--- src/rtl/msb_pkg.sv ---
// Shared constants and FSM state type for the transmitter block.
// Holds the default word width, the word counter width and the IDLE/RUN/STALL encoding.
package msb_pkg;
    localparam int DW_IN_DEF = 512;
    localparam int CNT_W     = 16;

    typedef enum logic [1:0] {
        IDLE  = 2'd0,
        RUN   = 2'd1,
        STALL = 2'd2
    } tx_state_t;
endpackage

--- src/rtl/transmitter_if.sv ---
// Upstream valid/ready bus plus receiver-side outputs of the transmitter.
// The msb_idx/msb_zero signals exist only when TRANSMITTER_MSB_EN is defined.
interface transmitter_if import msb_pkg::*; #(
    parameter int DW_IN = DW_IN_DEF
);
    logic                       s_valid;
    logic                       s_ready;
    logic [DW_IN-1:0]           s_data;
    logic                       enable;
    logic [DW_IN-1:0]           data;
    logic                       data_valid;
    logic [CNT_W-1:0]           word_cnt;
`ifdef TRANSMITTER_MSB_EN
    logic [$clog2(DW_IN)-1:0]   msb_idx;
    logic                       msb_zero;

    modport master (output s_valid, s_data, enable,
                    input  s_ready, data, data_valid, word_cnt, msb_idx, msb_zero);
    modport slave  (input  s_valid, s_data, enable,
                    output s_ready, data, data_valid, word_cnt, msb_idx, msb_zero);
`else
    modport master (output s_valid, s_data, enable,
                    input  s_ready, data, data_valid, word_cnt);
    modport slave  (input  s_valid, s_data, enable,
                    output s_ready, data, data_valid, word_cnt);
`endif
endinterface

--- src/rtl/tx_fifo.sv ---
// Purpose: power-of-two circular word buffer with push/pop/full/empty/count.
// Latency: pushed word visible on pop_data the edge after the push (read is combinational).
// Backpressure: caller must not push when full or pop when empty.
module tx_fifo #(
    parameter int DW_IN = 512,
    parameter int DEPTH = 4
) (
    input  logic                       clk,
    input  logic                       rst,
    input  logic                       push,
    input  logic [DW_IN-1:0]           push_data,
    input  logic                       pop,
    output logic [DW_IN-1:0]           pop_data,
    output logic                       full,
    output logic                       empty,
    output logic [$clog2(DEPTH):0]     count
);
    localparam int AW = $clog2(DEPTH);
    localparam int CW = AW + 1;

    logic [DW_IN-1:0] mem [DEPTH];
    logic [AW-1:0]    wptr;
    logic [AW-1:0]    rptr;

    // Pointers wrap naturally because DEPTH is a power of two.
    always_ff @(posedge clk or posedge rst) begin
        if (rst) begin
            wptr  <= '0;
            rptr  <= '0;
            count <= '0;
        end else begin
            if (push) wptr <= wptr + AW'(1);
            if (pop)  rptr <= rptr + AW'(1);
            case ({push, pop})
                2'b10:   count <= count + CW'(1);
                2'b01:   count <= count - CW'(1);
                default: count <= count;
            endcase
        end
    end

    always_ff @(posedge clk) begin
        if (push) mem[wptr] <= push_data;
    end

    assign pop_data = mem[rptr];
    assign full     = (count == CW'(DEPTH));
    assign empty    = (count == '0);
endmodule

--- src/rtl/transmitter.sv ---
// Purpose: buffers upstream words and drives one registered word per clock while enabled.
// Latency: word accepted into an empty buffer appears on data one edge later; s_ready drops when buffer full.
// Optional TRANSMITTER_MSB_EN adds registered msb_idx/msb_zero aligned with data.
module transmitter import msb_pkg::*; #(
    parameter int DW_IN = DW_IN_DEF,
    parameter int DEPTH = 4
) (
    input  logic          clk,
    input  logic          rst,
    transmitter_if.slave  bus
);
    localparam int CW = $clog2(DEPTH) + 1;

    tx_state_t          state, state_nxt;
    logic               push, pop, full, empty, init_done, nonempty_nxt;
    logic [DW_IN-1:0]   fifo_dout;
    logic [CW-1:0]      count;
    logic [DW_IN-1:0]   data_q;
    logic               data_valid_q;
    logic [CNT_W-1:0]   word_cnt_q;

    tx_fifo #(.DW_IN(DW_IN), .DEPTH(DEPTH)) u_fifo (
        .clk       (clk),
        .rst       (rst),
        .push      (push),
        .push_data (bus.s_data),
        .pop       (pop),
        .pop_data  (fifo_dout),
        .full      (full),
        .empty     (empty),
        .count     (count)
    );

    // s_ready stays low through reset and rises on the first edge after release.
    assign bus.s_ready = init_done && !full;
    assign push        = bus.s_valid && bus.s_ready;
    assign pop         = bus.enable && !empty;
    assign nonempty_nxt = push || (count > CW'(pop));

    always_comb begin
        state_nxt = state;
        if (!bus.enable) begin
            state_nxt = IDLE;
        end else begin
            case (state)
                IDLE:    state_nxt = nonempty_nxt ? RUN : STALL;
                RUN:     if (!nonempty_nxt) state_nxt = STALL;
                STALL:   if (push) state_nxt = RUN;
                default: state_nxt = IDLE;
            endcase
        end
    end

    always_ff @(posedge clk or posedge rst) begin
        if (rst) begin
            state        <= IDLE;
            init_done    <= 1'b0;
            data_q       <= '0;
            data_valid_q <= 1'b0;
            word_cnt_q   <= '0;
        end else begin
            state        <= state_nxt;
            init_done    <= 1'b1;
            data_valid_q <= pop;
            if (pop) begin
                data_q     <= fifo_dout;
                word_cnt_q <= word_cnt_q + CNT_W'(1);
            end
        end
    end

    assign bus.data       = data_q;
    assign bus.data_valid = data_valid_q;
    assign bus.word_cnt   = word_cnt_q;

`ifdef TRANSMITTER_MSB_EN
    localparam int IW = $clog2(DW_IN);

    logic [IW-1:0] msb_nxt, msb_idx_q;
    logic          msb_zero_q;

    // Highest set bit wins because later iterations overwrite earlier ones.
    always_comb begin
        msb_nxt = '0;
        for (int i = 0; i < DW_IN; i++) begin
            if (fifo_dout[i]) msb_nxt = IW'(i);
        end
    end

    always_ff @(posedge clk or posedge rst) begin
        if (rst) begin
            msb_idx_q  <= '0;
            msb_zero_q <= 1'b1;
        end else if (pop) begin
            msb_idx_q  <= msb_nxt;
            msb_zero_q <= (fifo_dout == '0);
        end
    end

    assign bus.msb_idx  = msb_idx_q;
    assign bus.msb_zero = msb_zero_q;
`endif
endmodule
--- src/flat_wrapper.sv ---
// flat-port wrapper written by rule: the top's interface ports become plain ports
module transmitter_flat import msb_pkg::*;
#(
    parameter int DW_IN = DW_IN_DEF,
    parameter int DEPTH = 4
)
  (clk, rst, bus_s_valid, bus_s_data, bus_enable, bus_s_ready, bus_data, bus_data_valid, bus_word_cnt);
  transmitter_if #(.DW_IN(DW_IN)) bus_i ();
  input  logic clk;
  input  logic rst;
  input wire logic [$bits(bus_i.s_valid)-1:0] bus_s_valid;
  input wire logic [$bits(bus_i.s_data)-1:0] bus_s_data;
  input wire logic [$bits(bus_i.enable)-1:0] bus_enable;
  output wire logic [$bits(bus_i.s_ready)-1:0] bus_s_ready;
  output wire logic [$bits(bus_i.data)-1:0] bus_data;
  output wire logic [$bits(bus_i.data_valid)-1:0] bus_data_valid;
  output wire logic [$bits(bus_i.word_cnt)-1:0] bus_word_cnt;
  assign bus_i.s_valid = bus_s_valid;
  assign bus_i.s_data = bus_s_data;
  assign bus_i.enable = bus_enable;
  assign bus_s_ready = bus_i.s_ready;
  assign bus_data = bus_i.data;
  assign bus_data_valid = bus_i.data_valid;
  assign bus_word_cnt = bus_i.word_cnt;
  transmitter #(.DW_IN(DW_IN), .DEPTH(DEPTH)) u_core (.clk(clk), .rst(rst), .bus(bus_i));
endmodule
--- config.mk ---
export PLATFORM = sky130hd
export DESIGN_NAME = transmitter_flat
export DESIGN_NICKNAME = d
export VERILOG_FILES = /design/src/rtl/msb_pkg.sv /design/src/rtl/transmitter_if.sv /design/src/rtl/tx_fifo.sv /design/src/rtl/transmitter.sv /design/src/flat_wrapper.sv
export SDC_FILE = /design/constraint.sdc
export NUM_CORES = 2
export LEC_CHECK = 0
export BUFFER_PORTS_ARGS = -buffer_cell sky130_fd_sc_hd__buf_2
export CORE_ASPECT_RATIO = 1.4
export CORE_MARGIN = 4
export CORE_UTILIZATION = 40
export DETAILED_ROUTE_END_ITERATION = 8
export PLACE_DENSITY = 0.54
export SYNTH_ARGS = -nofsm -noshare
export SYNTH_HDL_FRONTEND = slang
export SYNTH_HIERARCHICAL = 1
export SYNTH_SLANG_ARGS = --single-unit
--- constraint.sdc ---
create_clock -name clk -period 26.3 [get_ports clk]
set_clock_uncertainty 0.15 [all_clocks]
set_input_delay 6.575 -clock clk [delete_from_list [all_inputs] [get_ports clk]]
set_output_delay 6.575 -clock clk [all_outputs]
set_load 0.01 [all_outputs]
==> run_results.csv <==
group,metric,value,unit
status,outcome,"finished clean",
detailed_routing,ant_nets,0,
setup_path,max_stage_delay,0.83,ns
floorplanning,die_area,243000,um^2
clock_network,ctsResizeCount,0,
setup_path,crit_required,26.60,ns
layout,nNetsFinal,5574,
synthesis,synth_area,94100,um^2
floorplanning,dieWidth,418,um
job,max_cap_viol_count,0,
timing,slew_headroom,0.181,
synthesis,ys_ff_latch,2585,
timing,grt_setup_unrepaired,"false",
global_route,track_usage,0.189,
synthesis,synth_edf_count,2048,
layout,area_growth,17.9,%
synthesis,yosysWarnings,6,
detailed_routing,routed_wl,232000,um
global_route,grt_pass1_vias,46100,
setup_path,crit_type,"input pin to flop",
setup_path,cp_slowest_cell,"buf_4",
global_route,grt_remaining_overflow,0,
pwr,comb_power_share,0.257,
floorplanning,coreArea,234000,um^2
synthesis,syn-mean-instance-area,24.4,um^2
clock_network,clk_pin_slew,0.06,ns
timing,hold_ws,0.329,ns
setup_path,crit_path_end_kind,"flop",
timing,tightest_slew,1.23,ns
setup_path,start_kind,"input pin",
clock_network,htreeDepth,4,
global_route,grt_pass1_wl,335000,um
clock_network,clk_path_buf_depth,4,
clock_network,post-cts-setup-buffer-count,0,
detailed_routing,wl_per_cell,27.7,um
timing,tns,0,ns
floorplanning,num_rows,210,
clock_network,cts_tree,"built",
synthesis,synth_top_cell_by_area,"edfxtp_1",
setup_path,crit_chain,"buf_2, and2_1, and2_4, buf_4, buf_4, buf_4, buf_4",
timing,finalCritPeriodShare,0.391,
setup_path,crit_top_cell,"buf_4",
pwr,pwr-share-seq,0.449,
synthesis,synth-seq-area-share,0.796,
synthesis,synth_area_leaders,"edfxtp_1 65%, dfrtp_1 14%, mux4_2 12%",
worst_hold_path,hold_class,"flop to flop",
synthesis,syn_nets,4378,
global_route,grt_start_max_net_pins,127,
clock_network,hold_buffers,0,
pwr,powerDensity,112,nW/um^2
detailed_routing,routed-via-count,43400,
timing,fmax,0.0973,GHz
synthesis,synth_top_family_by_area,"multiplexers",
pwr,netSwitchingPower,3550,uW
clock_network,cts_sinks,2585,
detailed_routing,drt_iter0_markers,2775,
synthesis,synth-main-ff-cell,"edfxtp_1",
pwr,peakVddDrop,0.0862,mV
pwr,switching_share,0.286,
timing,period_needed,10.28,ns
setup_path,worstPathArrival,10.58,ns
synthesis,synth_common_cells,"2048 x edfxtp_1, 537 x dfrtp_1, 512 x mux4_2",
synthesis,yosysMostFrequentCell,"edfxtp_1",
pwr,p_leak,0.0390,uW
clock_network,cts_inserted_buffers,248,
clock_network,cts_root_buf,"clkbuf_16",
floorplanning,die_y,582,um
clock_network,clock_latency,0.89,ns
floorplanning,io_pins,1046,
synthesis,synth_compound_area_frac,0.0000532,
placed_design,place_area,102000,um^2
timing,slew_viol_final,0,
synthesis,yosysTopAreaCellShare,0.653,
synthesis,synthCells,3855,
synthesis,synth-xor-area-share,0.00195,
synthesis,synth_adder_area_share,0.00101,
pwr,internal-power,8860,uW
floorplanning,start_util,0.403,
detailed_routing,firstDrtPassIters,5,
placed_design,dp_hpwl,147000,um
global_route,antenna_found_initial,167,
layout,finalInstanceArea,111000,um^2
pwr,pwr-share-clk,0.294,
detailed_routing,viasPerCell,5.18,
synthesis,synthArstFlopShare,0.208,
pwr,power,12400,uW
synthesis,synthDistinctLibCells,31,
timing,setup_viol,0,
timing,hold_viol_final,0,
layout,drive_gt1_frac,0.477,
synthesis,yosys-mux-area-fraction,0.184,
setup_path,critPathMaxFanout,61,
placed_design,gp_congestion,0.755,
synthesis,synthSimpleGateAreaFrac,0.00219,
detailed_routing,drc,0,
placed_design,port_buffers,1045,
cell usage in the layout, fill, tap and decap left out, types with 3 or more instances in the layout:
| master | count |
|---|---|
| mux2_1 | 21 |
| mux2_2 | 492 |
| ha_1 | 6 |
| nand2_1 | 8 |
| clkinv_1 | 23 |
| inv_6 | 5 |
| buf_12 | 6 |
| clkbuf_8 | 38 |
| edfxtp_1 | 2048 |
| clkbuf_1 | 57 |
| buf_4 | 66 |
| xnor2_1 | 12 |
| nor2_1 | 3 |
| and3_1 | 3 |
| bufinv_16 | 29 |
| nand4_1 | 3 |
| dfrtp_1 | 535 |
| clkbuf_16 | 250 |
| buf_2 | 1045 |
| diode_2 | 46 |
| mux4_2 | 512 |
| xor2_1 | 9 |
| inv_1 | 7 |
| clkinv_4 | 3 |
| and2_4 | 4 |
| clkinv_2 | 41 |
| clkinvlp_4 | 8 |
kinds of logic (layout without fill, tap and decap cells):
family / Yosys count / after routing
flip-flops: 2585 / 2585
other: 1 / 47
adder cells (fa/ha/maj): 7 / 7
AND/OR/NAND/NOR: 35 / 35
AO/OA/AOI/OAI: 1 / 1
buffers and inverters: 179 / 1582
multiplexers: 1026 / 1026
XOR/XNOR: 21 / 21
registers in the layout, summed over array words and instances (netlist names):
signal                 cells
u_core/u_fifo/rptr         2
u_core/init_done           1
u_core/bus.word_cnt       16
u_core/u_fifo/count        3
u_core/bus.data_valid      1
u_core/bus.data          512
u_core/u_fifo/wptr         2
u_core/u_fifo/mem       2048
layer usage:
metal,GRT usage,part of all wire,vias up
li1,-,-,18400
met1,0.233,0.38,23000
met2,0.314,0.50,1336
met3,0.0719,0.091,509
met4,0.0462,0.026,94
met5,0,0.0028,-
critical path: cells and delay by family:
| kind | cells | cell delay, ns |
|---|---|---|
| buffers and inverters | 5 | 3.16 |
| and+or+nand+nor | 2 | 0.69 |
power groups by stage:
| stage | sequential (uW) | combinational (uW) | clock [uW] |
|---|---|---|---|
| after floorplan | 5920 | 1940 | 0 |
| after global placement | 5640 | 3270 | 0 |
| after detailed placement | 5670 | 3300 | 0 |
| after CTS | 5590 | 3300 | 3750 |
| after global routing | 5650 | 3440 | 3920 |
| final | 5570 | 3190 | 3640 |
cell type report:
cell class / count / area, um^2
Timing Repair Buffer: 1117 / 5850
Inverter: 8 / 37.5
Sequential cell: 2585 / 74900
Tap cell: 3074 / 3850
Multi-Input combinational cell: 1091 / 17800
Clock inverter: 112 / 1360
Clock buffer: 345 / 6990
Fill cell: 19600 / 123000
Antenna cell: 46 / 115
final timing paths:
kind / startpoint / to / slack, ns / cells past startpoint
hold / removal: u_core/bus.word_cnt[15] / u_core/bus.word_cnt[15] / 0.33 / 1
hold reg to reg: u_core/bus.word_cnt[15] / u_core/bus.word_cnt[15] / 0.33 / 1
min in group asynchronous: rst / u_core/u_fifo/wptr[0] / 5.57 / 2
max in group asynchronous: rst / u_core/bus.data[395] / 17.95 / 4
setup / recovery: bus_s_valid / u_core/u_fifo/mem[1][103] / 16.02 / 7
setup reg to reg: u_core/u_fifo/rptr[1] / u_core/bus.data[349] / 20.76 / 6
metrics by stage:
stage	worst slack, ns	instances	utilization
floorplan	4.76	3855	-
global placement	15.00	7875	0.438
detailed placement	15.02	7875	0.438
CTS	15.94	8332	0.474
global route	15.79	8345	0.474
finish	16.02	8378	0.475
(Power assumes the default switching activity.)
